`config.mk`:
```
export PLATFORM = sky130hd
export DESIGN_NAME = dual_issue_dispatch
export DESIGN_NICKNAME = d
export VERILOG_FILES = /design/src/rtl/dual_issue_dispatch.sv
export SDC_FILE = /design/constraint.sdc
export NUM_CORES = 1
export LEC_CHECK = 0
export CORE_ASPECT_RATIO = 2
export CORE_MARGIN = 3
export CORE_UTILIZATION = 53
export DETAILED_ROUTE_END_ITERATION = 16
export PLACE_DENSITY = 0.92
export SYNTH_ARGS = -nofsm -noshare
export SYNTH_HDL_FRONTEND = slang
export SYNTH_SLANG_ARGS = --single-unit
```
`constraint.sdc`:
```
create_clock -name clock -period 3.8 [get_ports clock]
set_input_delay 0.76 -clock clock [delete_from_list [all_inputs] [get_ports clock]]
set_output_delay 0.76 -clock clock [all_outputs]
set_load 0.02 [all_outputs]
```
`src/rtl/dual_issue_dispatch.sv`:
```
// -----------------------------------------------------------------------------
// dual_issue_dispatch
//
// Issue stage in front of the even/odd execution pipes. Each cycle it looks at
// the instruction pair at the PC (slot 0 at pc, slot 1 at pc+1) and sends each
// instruction to the pipe it targets. Both slots go out together when that is
// legal; otherwise only slot 0 goes out, or nothing does. A slot is held back
// while one of its sources is still waiting to be written back by the pipes. A
// taken branch loads the PC from the pipes and inserts NOP pairs while the
// pipes flush. A stop instruction parks the stage until a branch or a reset.
//
// Ports
//   clock, reset            rising-edge clock; synchronous active-high reset
//   fetch_address           PC of slot 0; memory returns PC and PC+1 (mod 256)
//   fetch_word_0/1          instruction words at PC / PC+1 (combinational)
//   slot_is_odd             per slot: 1 = slot targets the odd pipe
//   slot_src_address/used   per slot, three source register addresses + valids
//   slot_rt_address         per slot destination register
//   slot_register_write     per slot: slot writes its destination
//   pending_rt_address      destinations still in flight in the pipes
//   pending_register_write  valid flag per in-flight destination
//   branch_is_taken         taken branch reported by the odd pipe
//   program_counter_wb      branch target
//   instruction_even/odd    registered instruction for each pipe
//   initial_odd             odd-pipe instruction comes first in program order
//   program_counter         PC of the instruction last sent to the odd pipe
//   halted                  stage is parked on a stop instruction
// -----------------------------------------------------------------------------
module dual_issue_dispatch #(
  parameter int          PENDING_DEPTH = 29,
  parameter int          FLUSH_CYCLES  = 2,
  parameter logic [0:31] NOP_EVEN      = 32'h40200000,
  parameter logic [0:31] NOP_ODD       = 32'h00200000
) (
  input  logic                              clock,
  input  logic                              reset,
  output logic [7:0]                        fetch_address,
  input  logic [0:31]                       fetch_word_0,
  input  logic [0:31]                       fetch_word_1,
  input  logic [1:0]                        slot_is_odd,
  input  logic [1:0][2:0][0:6]              slot_src_address,
  input  logic [1:0][2:0]                   slot_src_used,
  input  logic [1:0][0:6]                   slot_rt_address,
  input  logic [1:0]                        slot_register_write,
  input  logic [PENDING_DEPTH-1:0][0:6]     pending_rt_address,
  input  logic [PENDING_DEPTH-1:0]          pending_register_write,
  input  logic                              branch_is_taken,
  input  logic [7:0]                        program_counter_wb,
  output logic [0:31]                       instruction_even,
  output logic [0:31]                       instruction_odd,
  output logic                              initial_odd,
  output logic [7:0]                        program_counter,
  output logic                              halted
);

  typedef enum logic [1:0] {
    ST_ISSUE = 2'd0,
    ST_FLUSH = 2'd1,
    ST_HALT  = 2'd2
  } state_e;

  // Last value of the flush counter before returning to ISSUE.
  localparam logic [2:0] FLUSH_LAST = 3'(FLUSH_CYCLES - 1);

  state_e       state_q, state_d;
  logic [7:0]   pc_q, pc_d;
  logic [2:0]   flush_cnt_q, flush_cnt_d;
  logic [0:31]  instr_even_q, instr_even_d;
  logic [0:31]  instr_odd_q, instr_odd_d;
  logic         initial_odd_q, initial_odd_d;
  logic [7:0]   prog_cnt_q, prog_cnt_d;
  logic         halted_q, halted_d;

  logic [1:0]   hazard;
  logic         slot1_dep;
  logic         dual_ok;
  logic         stop;

  // Source-vs-scoreboard RAW check for both slots. Entries whose write flag
  // is clear are ignored whatever their address holds.
  // NOTE: every signal written in an always_comb gets a default first, so no
  // path leaves it unassigned and no latch is inferred.
  always_comb begin
    hazard = '0;
    for (int s = 0; s < 2; s++) begin
      for (int j = 0; j < 3; j++) begin
        for (int i = 0; i < PENDING_DEPTH; i++) begin
          if (slot_src_used[s][j] && pending_register_write[i] &&
              (pending_rt_address[i] == slot_src_address[s][j])) begin
            hazard[s] = 1'b1;
          end
        end
      end
    end
  end

  // Slot 1 cannot go out alongside slot 0 if it reads slot 0's result or
  // targets the same destination register.
  always_comb begin
    slot1_dep = 1'b0;
    if (slot_register_write[0]) begin
      for (int j = 0; j < 3; j++) begin
        if (slot_src_used[1][j] && (slot_src_address[1][j] == slot_rt_address[0])) begin
          slot1_dep = 1'b1;
        end
      end
      if (slot_rt_address[1] == slot_rt_address[0]) begin
        slot1_dep = 1'b1;
      end
    end
  end

  assign dual_ok = (slot_is_odd[0] != slot_is_odd[1]) && !hazard[0] &&
                   !hazard[1] && !slot1_dep;
  assign stop    = (fetch_word_0[0:11] == 12'd0);

  // Next-state and next-output logic. Unless a slot actually issues, both
  // pipes receive their NOP and the odd-pipe PC holds.
  always_comb begin
    state_d       = state_q;
    pc_d          = pc_q;
    flush_cnt_d   = flush_cnt_q;
    instr_even_d  = NOP_EVEN;
    instr_odd_d   = NOP_ODD;
    initial_odd_d = 1'b0;
    prog_cnt_d    = prog_cnt_q;
    halted_d      = halted_q;

    if (branch_is_taken) begin
      // A taken branch wins over everything else, in every state.
      pc_d        = program_counter_wb;
      state_d     = ST_FLUSH;
      flush_cnt_d = 3'd0;
      halted_d    = 1'b0;
    end else begin
      unique case (state_q)
        ST_ISSUE: begin
          if (stop) begin
            state_d  = ST_HALT;
            halted_d = 1'b1;
          end else if (hazard[0]) begin
            // Stall: slot 1 never overtakes slot 0.
          end else if (dual_ok) begin
            instr_even_d  = slot_is_odd[0] ? fetch_word_1 : fetch_word_0;
            instr_odd_d   = slot_is_odd[0] ? fetch_word_0 : fetch_word_1;
            initial_odd_d = slot_is_odd[0];
            prog_cnt_d    = slot_is_odd[0] ? pc_q : pc_q + 8'd1;
            pc_d          = pc_q + 8'd2;
          end else begin
            if (slot_is_odd[0]) begin
              instr_odd_d   = fetch_word_0;
              initial_odd_d = 1'b1;
              prog_cnt_d    = pc_q;
            end else begin
              instr_even_d  = fetch_word_0;
            end
            pc_d = pc_q + 8'd1;
          end
        end
        ST_FLUSH: begin
          if (flush_cnt_q == FLUSH_LAST) begin
            state_d     = ST_ISSUE;
            flush_cnt_d = 3'd0;
          end else begin
            flush_cnt_d = flush_cnt_q + 3'd1;
          end
        end
        ST_HALT: begin
          // Parked until a branch or reset.
        end
        default: begin
          state_d = ST_ISSUE;
        end
      endcase
    end
  end

  // NOTE: state is updated with non-blocking assignments so every flop samples
  // the values from before the edge, independent of statement order.
  always_ff @(posedge clock) begin
    if (reset) begin
      state_q       <= ST_ISSUE;
      pc_q          <= 8'd0;
      flush_cnt_q   <= 3'd0;
      instr_even_q  <= NOP_EVEN;
      instr_odd_q   <= NOP_ODD;
      initial_odd_q <= 1'b0;
      prog_cnt_q    <= 8'd0;
      halted_q      <= 1'b0;
    end else begin
      state_q       <= state_d;
      pc_q          <= pc_d;
      flush_cnt_q   <= flush_cnt_d;
      instr_even_q  <= instr_even_d;
      instr_odd_q   <= instr_odd_d;
      initial_odd_q <= initial_odd_d;
      prog_cnt_q    <= prog_cnt_d;
      halted_q      <= halted_d;
    end
  end

  assign fetch_address    = pc_q;
  assign instruction_even = instr_even_q;
  assign instruction_odd  = instr_odd_q;
  assign initial_odd      = initial_odd_q;
  assign program_counter  = prog_cnt_q;
  assign halted           = halted_q;

endmodule
```
==> metrics.md, run 1 <==
| Metric | Value |
|---|---|
| I/O pin total | `455` |
| Routability congestion estimate | `1.30` |
| Tot GR Track Use | `69.9%` |
| Vias in the first global route | `roughly 31000` |
| Die Span Y | `281 um` |
| Area of the mapped netlist | `20000 um^2` |
| Register area share after synthesis | `8.72%` |
| Stop stage | `5_1_grt` |
| Avg Cell Area, Syn | `7.51 um^2` |
| Yosys top cell by area | `xnor2_1` |
| Count leader, synth | `xnor2_1` |
| Die Width | `approximately 140 um` |
| H-tree depth | `3` |
| Clock buffer depth | `2` |
| Placed wire-length estimate | `91.7 mm` |
| Ranking of synthesized cells by area | `xnor2_1, xor2_1, dfxtp_1, nor4_1, nand3_1` |
| Distinct cells, synth | `58` |
| Number of synthesized flops with an enable pin | `0` |
| Post-synthesis cell count | `2660` |
| Largest net degree at the start of global routing | `73` |
| Top-area cell type share of the netlist area | `39.1%` |
| Ys Warns | `0` |
| Post-synthesis register bit count | `87` |
| Stop Error | `[ERROR GRT-0116] Global routing finished with congestion. Check the congestion regions in the DRC Viewer.` |
| Mapped Nets | `3035` |
| Grt ovf | `98` |
| CTS sink cnt | `87` |
| Share of flip-flops with an asynchronous set or reset | `0%` |
| CTS buffer count | `9` |
| Status | `aborted with a tool error` |
| Top cells by count, synth | `xnor2_1, xor2_1, nand3_1` |
| Port-buffer cells | `453` |
| Root Driver | `clkbuf_16` |
| Initial Util | `53.7%` |
| Rows | `100` |
| Ys flop type | `dfxtp_1` |
| First-pass GRT wire length | `212 mm` |
cells by family after synthesis:
group	count (synthesis)	share of synthesized area, %
xor+xnor	1252	54.9
fa+ha+maj	2	0.125
buf+inv	415	10.5
compound gates	110	3.33
simple gates	791	22.3
mux	3	0.150
flops	87	8.72
routing by layer:
layer,GRT overflow,track usage (%)
met5,0,27.8
met4,51,70.1
met3,0,55.7
met2,45,87.3
met1,2,67.0
what timing repair did:
action                                  4_1_cts
resized for setup                            40
pin swaps                                     6
endpoints found under the setup margin       80
endpoints found under the hold margin         0
hold buffers                                  0
buffers inserted                              1
metrics by stage:
step           utilization (%)  setup slack, ns  area (um^2)  instances
4_1_cts                   78.7          -0.0144        29200       3854
3_5_place_dp              77.4           -0.941        28800       3837
3_3_place_gp              77.4           -0.902        28800       3837
2_1_floorplan                -            0.443        20000       2660
==> run 2, diff against run 1 <==
- CORE_ASPECT_RATIO: 2 -> not set
- CORE_UTILIZATION: 53 -> 40
- PLACE_DENSITY: 0.92 -> not set
- PLACE_DENSITY_LB_ADDON: not set -> 0.15
==> run 2 against run 1 <==
The flow now finishes without violations. Synthesized cell count stayed put. Synthesized area unchanged.
==> metrics.md, run 2 <==
| Metric | Value |
|---|---|
| Top cells by count, synth | `xnor2_1, xor2_1, nand3_1` |
| Max-cap violations | `0` |
| Distinct cells, synth | `58` |
| Avg Cell Area, Syn | `roughly 7.5 um^2` |
| Clock network fraction of total power | `15.1%` |
| I/O pin total | `455` |
| Rows | `81` |
| Worst setup slack after layout | `0.0588 ns` |
| Number of synthesized flops with an enable pin | `0` |
| Adder-cell share of the synthesized area | `0.125%` |
| Antenna violations before repair | `1` |
| Yosys top cell by area | `xnor2_1` |
| Routability congestion estimate | `about 1.1` |
| Compound-gate portion of the synthesized area | `3.33%` |
| Initial DRC Count | `2776` |
| Tot GR Track Use | `about two fifths` |
| Internal power | `3.44 mW` |
| Critical Path Source Type | `input pin` |
| Share of flip-flops with an asynchronous set or reset | `0%` |
| Insertion delay to the later sink of the worst-skew pair | `around 0.35 ns` |
| Die Area | `52600 um^2` |
| Ranking of synthesized cells by area | `xnor2_1, xor2_1, dfxtp_1, nor4_1, nand3_1` |
| Xor and xnor area share after synthesis | `54.9%` |
| CTS buffer count | `9` |
| Routed vias | `24338` |
| Top-area cell type share of the netlist area | `39.1%` |
| Die Span Y | `around 230 um` |
| Placed wire-length estimate | `86.3 mm` |
| Crit path max fanout | `11` |
| Most frequent cells in the layout | `xnor2_1, buf_4, xor2_1` |
| Layout cells sized above 1 | `25.0%` |
| Slew Limit Fails | `0` |
| Power Density | `193 nW/um^2` |
| Clock buffer depth | `2` |
| Sw Pwr | `between 2 and 3 mW` |
| Initial Util | `40.6%` |
| Mux share of post-synthesis cell area | `less than 1%` |
| Root Driver | `clkbuf_16` |
| Dpl cells | `4088` |
| Reg2reg path depth | `8` |
| Ys Warns | `0` |
| Net Sw Frac | `between 40% and 50%` |
| Final Non-Filler Cells | `4126` |
| Arr. time, crit path | `3.98 ns` |
| Clock transition at the registers of the reported paths | `~0.080 ns` |
| First-pass GRT wire length | `159 mm` |
| Hold Path Depth | `2` |
| Final Hold Viols | `0` |
| Count leader, synth | `xnor2_1` |
| H-tree depth | `3` |
| Setup violations, final | `0` |
| Post-synthesis register bit count | `87` |
| Final setup TNS | `0 ns` |
| First-pass iteration count of the detailed router | `6` |
| DR WL/cell | `about 27 um` |
| Area of the mapped netlist | `~20000 um^2` |
| Max-slew headroom | `31.3%` |
| Min cycle time layout | `3.74 ns` |
| CP endpoint kind | `register` |
| Largest net degree at the start of global routing | `44` |
| Post-synthesis cell count | `2660` |
| # hold bufs at CTS | `0` |
| Lkg Pwr | `about 12 nW` |
| Total power draw | `5.94 mW` |
| Nets | `3830` |
| Area Growth Syn to Fin | `54.2%` |
| Most common cell after layout, fill and taps aside | `xnor2_1` |
| Port-buffer cells | `453` |
| Critical Path RT | `4.03 ns` |
| Layout Skew | `0.0124 ns` |
| Register area share after synthesis | `under 10%` |
| Combinational share of power | `68.1%` |
| Post-route antenna net violation count | `0` |
| Main combinational cell family by area after synthesis | `XOR/XNOR gates` |
| Core box area | `49200 um^2` |
| Residual DRC | `0` |
| Final Cycle Share | `98.5%` |
| Mapped Nets | `3035` |
| HP Class | `reg -> reg` |
| Vias in the first global route | `approximately 24000` |
| Fmax achieved | `0.267 GHz` |
| Ys flop type | `dfxtp_1` |
| Final WL | `approximately 110 mm` |
| Die Width | `229 um` |
| Fill cells | `4423` |
| Worst-Margin Slew | `1.02 ns` |
| Grt ovf | `0` |
| Post-Route Utilization | `62.7%` |
| Sequential Power Share | `16.8%` |
| Crit Path Class | `in -> reg` |
| CTS sink cnt | `87` |
| Simple-gate share of the synthesized area | `between 20% and 30%` |
| TritonCTS clock tree | `yes` |
| Via/cell ratio | `5.90` |
| Worst vdd ir | `236 uV` |
| Status | `completed` |
| Pre-CTS setup slack | `-0.782 ns` |
## run 2: cell counts after synthesis
No cell type changed its count.
## run 2: final cells by class
cell class                      instances  area, um^2  share of cell area, %
Multi-Input combinational cell       2158       16600                   53.9
Timing Repair Buffer                 1189       11300                   36.7
Sequential cell                        87        1740                   5.65
Tap cell                              664         831                   2.70
Clock buffer                            9         225                  0.731
Clock inverter                          7        70.1                  0.227
Inverter                               10        37.5                  0.122
Antenna cell                            2        5.00                 0.0162
## run 2: power by group through the flow
stage | registers, mW | logic, mW | clock network (mW)
2_1_floorplan | 1.07 | 2.06 | 0
3_3_place_gp | 1.02 | 3.76 | 0
3_5_place_dp | 1.02 | 3.83 | 0
4_1_cts | 0.998 | 3.92 | 0.908
5_1_grt | 1.01 | 4.23 | 0.946
6_report | 0.999 | 4.05 | 0.897
## run 2: metrics by stage
| stage | instance area (um^2) | hold slack [ns] |
|---|---|---|
| floorplan | 20000 | 0.438 |
| global placement | 29600 | 0.454 |
| detailed placement | 29600 | 0.468 |
| CTS | 30200 | 0.486 |
| global route | 30800 | 0.512 |
| finish | 30800 | 0.479 |
## run 2: layer usage
metal / track usage [%] / up-vias / share of wire [%] / wire [um]
li1: - / 10471 / - / -
met1: 50.8 / 11669 / 39 / 43000
met2: 62.2 / 1773 / 44 / 48500
met3: 9.91 / 425 / 11 / 12700
met4: 20.9 / 0 / 6.4 / 7160
met5: 0 / - / 0 / 0
## run 2: worst paths after layout
kind,start,endpoint,slack [ns]
worst max-delay path,slot_src_used[5],program_counter[2],0.06
worst min-delay path,halted,halted,0.48
worst max register to register,fetch_address[1],fetch_address[7],1.72
worst min register to register,halted,halted,0.48
## run 2: worst max-delay path: stages
cell	delay (ns)
dlygate4sd2_1	0.39
buf_12	0.24
buf_4	0.23
nand3_1	0.09
nor4_1	0.83
nor4_1	0.14
nand4_1	0.16
or4_4	0.20
nor4_4	0.06
buf_12	0.15
buf_2	0.15
a21oi_1	0.15
nor4_1	0.06
a2111oi_0	0.36
## run 2: timing repair
item | in CTS | in global routing
setup endpoints to repair | 77 | 79
resized for setup | 102 | 149
buffers inserted | 10 | 7
cloned | 3 | 1
endpoints found under the hold margin | 0 | 0
pin swaps | 14 | 29
## run 2: kinds of logic (layout without fill, tap and decap cells)
kind of cell / after synthesis / count (layout)
flops: 87 / 87
mux: 3 / 3
buf+inv: 415 / 1215
simple gates: 791 / 791
xor+xnor: 1252 / 1252
fa+ha+maj: 2 / 2
other cells: 0 / 2
compound gates: 110 / 110
Note: power is estimated with default switching activity, not from simulation.
